==> src/rtl/button_event_classifier.sv <==
// button_event_classifier
// Classifies debounced button presses as short, double or long and emits a
// one-cycle registered pulse per classified press. Optional build macro
// HOLD_REPEAT_EN adds periodic hold_repeat pulses while a long press is held;
// without it hold_repeat is tied low and no repeat counter exists.
module button_event_classifier #(
    parameter int unsigned LONG_CYCLES       = 25000000,
    parameter int unsigned DOUBLE_GAP_CYCLES = 12500000,
    parameter int unsigned REPEAT_CYCLES     = 5000000,
    parameter int unsigned CNT_W             = 25
) (
    input  logic       src_clk,
    input  logic       rst,
    input  logic       pb_in,
    input  logic       en,
    output logic       short_press,
    output logic       double_press,
    output logic       long_press,
    output logic       hold_repeat,
    output logic       pressed,
    output logic [7:0] event_cnt
);

    typedef enum logic [2:0] {
        IDLE,
        PRESS1,
        WAIT2,
        PRESS2,
        LONG_HELD
    } state_t;

    localparam logic [CNT_W-1:0] LONG_C = CNT_W'(LONG_CYCLES);
    localparam logic [CNT_W-1:0] GAP_C  = CNT_W'(DOUBLE_GAP_CYCLES);

    state_t           state_q;
    logic [CNT_W-1:0] cnt_q;
    logic [CNT_W-1:0] cnt_d;
    logic             pb_q;
    logic             pb_prev_q;
    logic             rise;
    logic             fall;
    logic             short_q;
    logic             double_q;
    logic             long_q;
    logic [7:0]       event_cnt_q;

    // Edge detection on the registered level and saturating duration increment
    always_comb begin
        rise  = pb_q & ~pb_prev_q;
        fall  = ~pb_q & pb_prev_q;
        cnt_d = (cnt_q == '1) ? cnt_q : cnt_q + CNT_W'(1);
    end

    // Input stage, classification FSM, event pulses and event counter
    always_ff @(posedge src_clk) begin
        if (rst) begin
            pb_q        <= pb_in;
            pb_prev_q   <= pb_in;
            state_q     <= IDLE;
            cnt_q       <= '0;
            short_q     <= 1'b0;
            double_q    <= 1'b0;
            long_q      <= 1'b0;
            event_cnt_q <= '0;
        end else begin
            pb_q      <= pb_in;
            pb_prev_q <= pb_q;
            short_q   <= 1'b0;
            double_q  <= 1'b0;
            long_q    <= 1'b0;
            if (!en) begin
                state_q <= IDLE;
                cnt_q   <= '0;
            end else begin
                case (state_q)
                    IDLE: begin
                        if (rise) begin
                            state_q <= PRESS1;
                            cnt_q   <= CNT_W'(1);
                        end
                    end
                    PRESS1: begin
                        if (cnt_q == LONG_C) begin
                            long_q      <= 1'b1;
                            event_cnt_q <= event_cnt_q + 8'd1;
                            state_q     <= LONG_HELD;
                        end else if (fall) begin
                            state_q <= WAIT2;
                            cnt_q   <= CNT_W'(1);
                        end else begin
                            cnt_q <= cnt_d;
                        end
                    end
                    WAIT2: begin
                        // A rise on the timeout cycle still takes the double path
                        if (rise) begin
                            state_q <= PRESS2;
                            cnt_q   <= CNT_W'(1);
                        end else if (cnt_q == GAP_C) begin
                            short_q     <= 1'b1;
                            event_cnt_q <= event_cnt_q + 8'd1;
                            state_q     <= IDLE;
                            cnt_q       <= '0;
                        end else begin
                            cnt_q <= cnt_d;
                        end
                    end
                    PRESS2: begin
                        if (cnt_q == LONG_C) begin
                            long_q      <= 1'b1;
                            event_cnt_q <= event_cnt_q + 8'd1;
                            state_q     <= LONG_HELD;
                        end else if (fall) begin
                            double_q    <= 1'b1;
                            event_cnt_q <= event_cnt_q + 8'd1;
                            state_q     <= IDLE;
                            cnt_q       <= '0;
                        end else begin
                            cnt_q <= cnt_d;
                        end
                    end
                    LONG_HELD: begin
                        if (fall) begin
                            state_q <= IDLE;
                            cnt_q   <= '0;
                        end
                    end
                    default: begin
                        state_q <= IDLE;
                        cnt_q   <= '0;
                    end
                endcase
            end
        end
    end

`ifdef HOLD_REPEAT_EN
    localparam logic [CNT_W-1:0] REP_LAST = CNT_W'(REPEAT_CYCLES - 1);

    logic [CNT_W-1:0] rep_q;
    logic             hold_repeat_q;

    // Repeat timer while long-held; rep_q+1 is the cycle count since long_press,
    // so the first pulse lands REPEAT_CYCLES cycles after the long_press pulse
    always_ff @(posedge src_clk) begin
        if (rst || !en) begin
            rep_q         <= '0;
            hold_repeat_q <= 1'b0;
        end else begin
            hold_repeat_q <= 1'b0;
            if (state_q == LONG_HELD && !fall) begin
                if (rep_q == REP_LAST) begin
                    hold_repeat_q <= 1'b1;
                    rep_q         <= '0;
                end else begin
                    rep_q <= rep_q + CNT_W'(1);
                end
            end else begin
                rep_q <= '0;
            end
        end
    end

    assign hold_repeat = hold_repeat_q;
`else
    assign hold_repeat = 1'b0;
`endif

    assign short_press  = short_q;
    assign double_press = double_q;
    assign long_press   = long_q;
    assign pressed      = pb_q;
    assign event_cnt    = event_cnt_q;

endmodule

==> config.mk <==
export PLATFORM = sky130hd
export DESIGN_NAME = button_event_classifier
export DESIGN_NICKNAME = d
export VERILOG_FILES = /design/src/rtl/button_event_classifier.sv
export SDC_FILE = /design/constraint.sdc
export NUM_CORES = 1
export LEC_CHECK = 0
export BUFFER_PORTS_ARGS = -buffer_cell sky130_fd_sc_hd__buf_2
export CAP_MARGIN = 30
export CORE_UTILIZATION = 40
export CTS_CLUSTER_SIZE = 28
export DETAILED_ROUTE_END_ITERATION = 8
export HOLD_SLACK_MARGIN = 0.15
export PLACE_DENSITY = 0.59
export SLEW_MARGIN = 20
export SYNTH_ARGS = -nofsm -noshare
export SYNTH_HDL_FRONTEND = slang
export SYNTH_SLANG_ARGS = --single-unit
==> constraint.sdc <==
create_clock -name src_clk -period 3.19 [get_ports src_clk]
set_input_delay 0.7975 -clock src_clk [delete_from_list [all_inputs] [get_ports src_clk]]
set_output_delay 0.7975 -clock src_clk [all_outputs]
set_load 0.1 [all_outputs]
==> implementation parameters <==
Parameter                              Value

Global route
  Antenna violations before repair    0
  Largest net degree at the start of global routing    26
  First-pass GRT wire length    between 10000 and 15000 um
  Number of global-route vias before repair    2061
  Overall global routing resource usage    20.2%
  Overall overflow remaining after global route    0

Synthesis
  Cells after synthesis    303
  Dominant cell type by area after synthesis    dfxtp_1
  Sequential element share of the synthesized area    between 30% and 40%
  Complex-gate fraction of the synthesized area    between 20% and 30%
  Share of synthesized area spent on multiplexers    under 10%
  Arithmetic-cell share of the synthesized area counting full adders, half adders and majority gates    under 10%
  Top FF cell, synth    dfxtp_1
  FFs w/ async S/R, synth    0%
  Synth Area in Simple Gates    35.5%
  Xor/xnor share of the synthesized area    1.02%
  Flops & latches, synth    41
  Yosys cell types    57
  Synthesized net count    310
  Area share of the largest cell type after synthesis    a little under a third
  Synth top area cells    dfxtp_1 32%, a21oi_1 6.6%, nand4_1 3.9%
  Number of enable flip-flop cells after synthesis    0
  Yosys warnings    0
  Post-Syn Area    2580 um2
  Combinational family with the most area after synthesis    simple AND/OR/NAND/NOR gates
  Average instance area after synthesis    8.51 um2

Timing
  Final worst path period share    roughly four fifths
  Total negative slack for setup checks    0 ns
  Final setup violation count    0
  Setup repair after global routing missed its margin    false
  Achievable Freq    390 MHz
  Tightest Pin Transition    0.894 ns
  Crit path time final    2.56 ns
  Post-route setup slack    0.626 ns
  Rel. slew slack    40.0%
  Worst Clk Skew    0.0115 ns
  Final Max Tran Viols    0
  Worst-case hold slack    0.496 ns
  Hold Violations, Final    0

Setup path
  Worst Reg-to-Reg Cells    7
  Launching point of the worst reg2reg path    cnt_q[0]
  Highest fanout seen on the critical path    8
  Type of destination of the critical path    register
  Setup slack, reg-to-reg    0.63 ns
  CP cell instances    inv_1 -> ha_1 -> or4b_4 -> nor4_4 -> a41oi_4 -> a211oi_2 -> mux2_1
  Capture instance of the worst register-to-register path    event_cnt[7]
  Arrival time of the worst setup path    about 2.8 ns
  Worst endpoint required time    3.38 ns
  Critical path startpoint category    register
  Classification of the worst setup path    register to register
  Critical path's largest stage delay    0.53 ns
  Critical-path top delay cell    nor4_4

CTS
  Clk root buf    clkbuf_8
  H-tree Lvls    2
  Clock buffer depth    2
  CTS tree    yes
  Number of buffers inserted for hold repair after clock tree synthesis    0
  Clock latency reported for the late side of the worst-skew pair    0.30 ns
  Setup fix buffers added after clock tree synthesis    0
  Clock-pin slew on the worst setup and hold paths    roughly 0.080 ns
  Number of buffers created by CTS    5
  Number of gates resized after CTS    0
  Clock Sinks    about 40

Power and ir drop
  Leakage power of the design    0.888 nW
  Maximum vdd drop    around 200 uV
  Total Power Consumption    1.04 mW
  Power per Cell Area    approximately 370 nW/um2

Min path
  Cell depth of the worst min-delay path    2
  Hold path startpoint    cnt_q[24]
  Min-delay worst type    register to register
  Worst hold path endpoint    cnt_q[24]

Final layout
  Number of inserted diodes    0
  Nets    324
  Final Instance Count excl. Fillers    393
  Area growth from synthesis to layout    9.27%
  Ratio of cells with drive above 1 in the final layout    13.8%

Place
  Post-DP HPWL    4630 um
  Number of instances in the placed design    between 300 and 400
  Count of buffers from port buffering    15
  Routability Congestion    roughly 0.89
  Post-Place Worst Slack    ~0.63 ns

Floorplanning
  Initial core utilization    42.5%
  Die X    82.3 um
  Top-level port count    17
  Die H    82.3 um
  Area of the core region    between 6000 and 7000 um2
  Area of the die    6770 um2
  Row Count    28

Route
  Post-DR vias/cell    between 6 and 7
  WL/cell    16.4 um
  Total length of routed wires    between 6000 and 7000 um
  Iteration-0 DRC count of the detailed router    approximately 150
  Drc violations    0
  Count of antenna-violating nets left after detailed routing    0
  First-pass DRT Iterations    5
  DR vias    2457

Flow run
  Number of violations of the max-capacitance limit    0

Run status
  Status    complete, no violations
-- cells in the mapped netlist, drive strengths merged (4+ instances only) --
library cell / count
nor2b: 10
a21oi: 34
nor3: 5
nor4: 7
and3: 6
mux2: 8
a211oi: 4
buf: 8
or4: 14
a2111oi: 6
nand4: 17
nand3: 12
o21ai: 11
nand2b: 9
or4b: 4
a21o: 4
inv: 10
nand2: 18
and4: 4
clkbuf: 4
dfxtp: 41
o31ai: 10
or3: 6
nor2: 24
-- through the flow --
| stage | cell area (um2) | utilization, % |
|---|---|---|
| after floorplan | 2580 | - |
| after global placement | 2700 | 44.6 |
| after detailed placement | 2700 | 44.6 |
| after CTS | 2820 | 46.5 |
| after global routing | 2820 | 46.5 |
| final | 2820 | 46.5 |
-- per-layer routing --
layer / track usage, % / vias up / share of wire [%]
li1: - / 1196 / -
met1: 28.3 / 1168 / 49
met2: 29.7 / 77 / 43
met3: 4.73 / 16 / 5.2
met4: 7.54 / 0 / 2.3
met5: 0 / - / 0
-- how the worst max path moves through the flow --
stage                         from      endpoint
after floorplan            pressed      cnt_q[9]
after global placement    cnt_q[0]  event_cnt[7]
after detailed placement  cnt_q[0]  event_cnt[7]
after CTS                 cnt_q[0]  event_cnt[7]
after global routing      cnt_q[0]  event_cnt[7]
final                     cnt_q[0]  event_cnt[7]
-- report_power, final --
group	internal (mW)	switching (mW)	total, mW
registers	0.514	0.00489	0.519
logic	0.0212	0.0566	0.0777
clock network	0.255	0.184	0.439
-- placed cells by master, fill, tap and decap left out, types with 5 or more instances in the layout --
cell,netlist,layout
dfxtp_1,41,41
a21oi_1,34,34
nor2_1,23,23
nand2_1,18,18
nand4_1,16,16
buf_2,4,15
or4_1,12,12
nand3_1,11,11
inv_1,10,10
nor2b_1,10,10
o31ai_1,10,10
nand2b_1,9,9
mux2_1,7,7
or3_1,6,6
o21ai_0,6,6
and3_1,6,6
clkbuf_8,0,6
nor3_1,5,5
a2111oi_0,5,5
-- flip-flops by register name, indices dropped and copies added (netlist names) --
signal        flops
cnt_q            25
event_cnt         8
state_q           3
double_press      1
long_press        1
pb_prev_q         1
pressed           1
short_press       1
-- cells by family (layout without fill, tap and decap cells) --
group | after synthesis | count (layout)
mux | 10 | 10
other cells | 1 | 1
xor+xnor | 3 | 3
simple gates | 142 | 142
fa+ha+maj | 3 | 3
compound gates | 81 | 81
flops | 41 | 41
buf+inv | 22 | 37
-- critical path: cells and delay by family, from the launching register on --
family                   cells  cell delay (ns)
AND/OR/NAND/NOR              2             1.04
flip-flops                   1             0.38
multiplexers                 1             0.34
buffers and inverters        1             0.08
AO/OA/AOI/OAI                2             0.48
adder cells (fa/ha/maj)      1             0.13
-- cell type report --
type                    instances  area, um2
flip-flops and latches         41        821
inverters                      10       37.5
clock buffers                   7       86.3
fillers                       606       3240
multi-input cells             240       1640
clock inverters                 1       30.0
repair buffers                 19        105
well taps                      75       93.8
No activity file was read; power rests on OpenSTA's default activity.
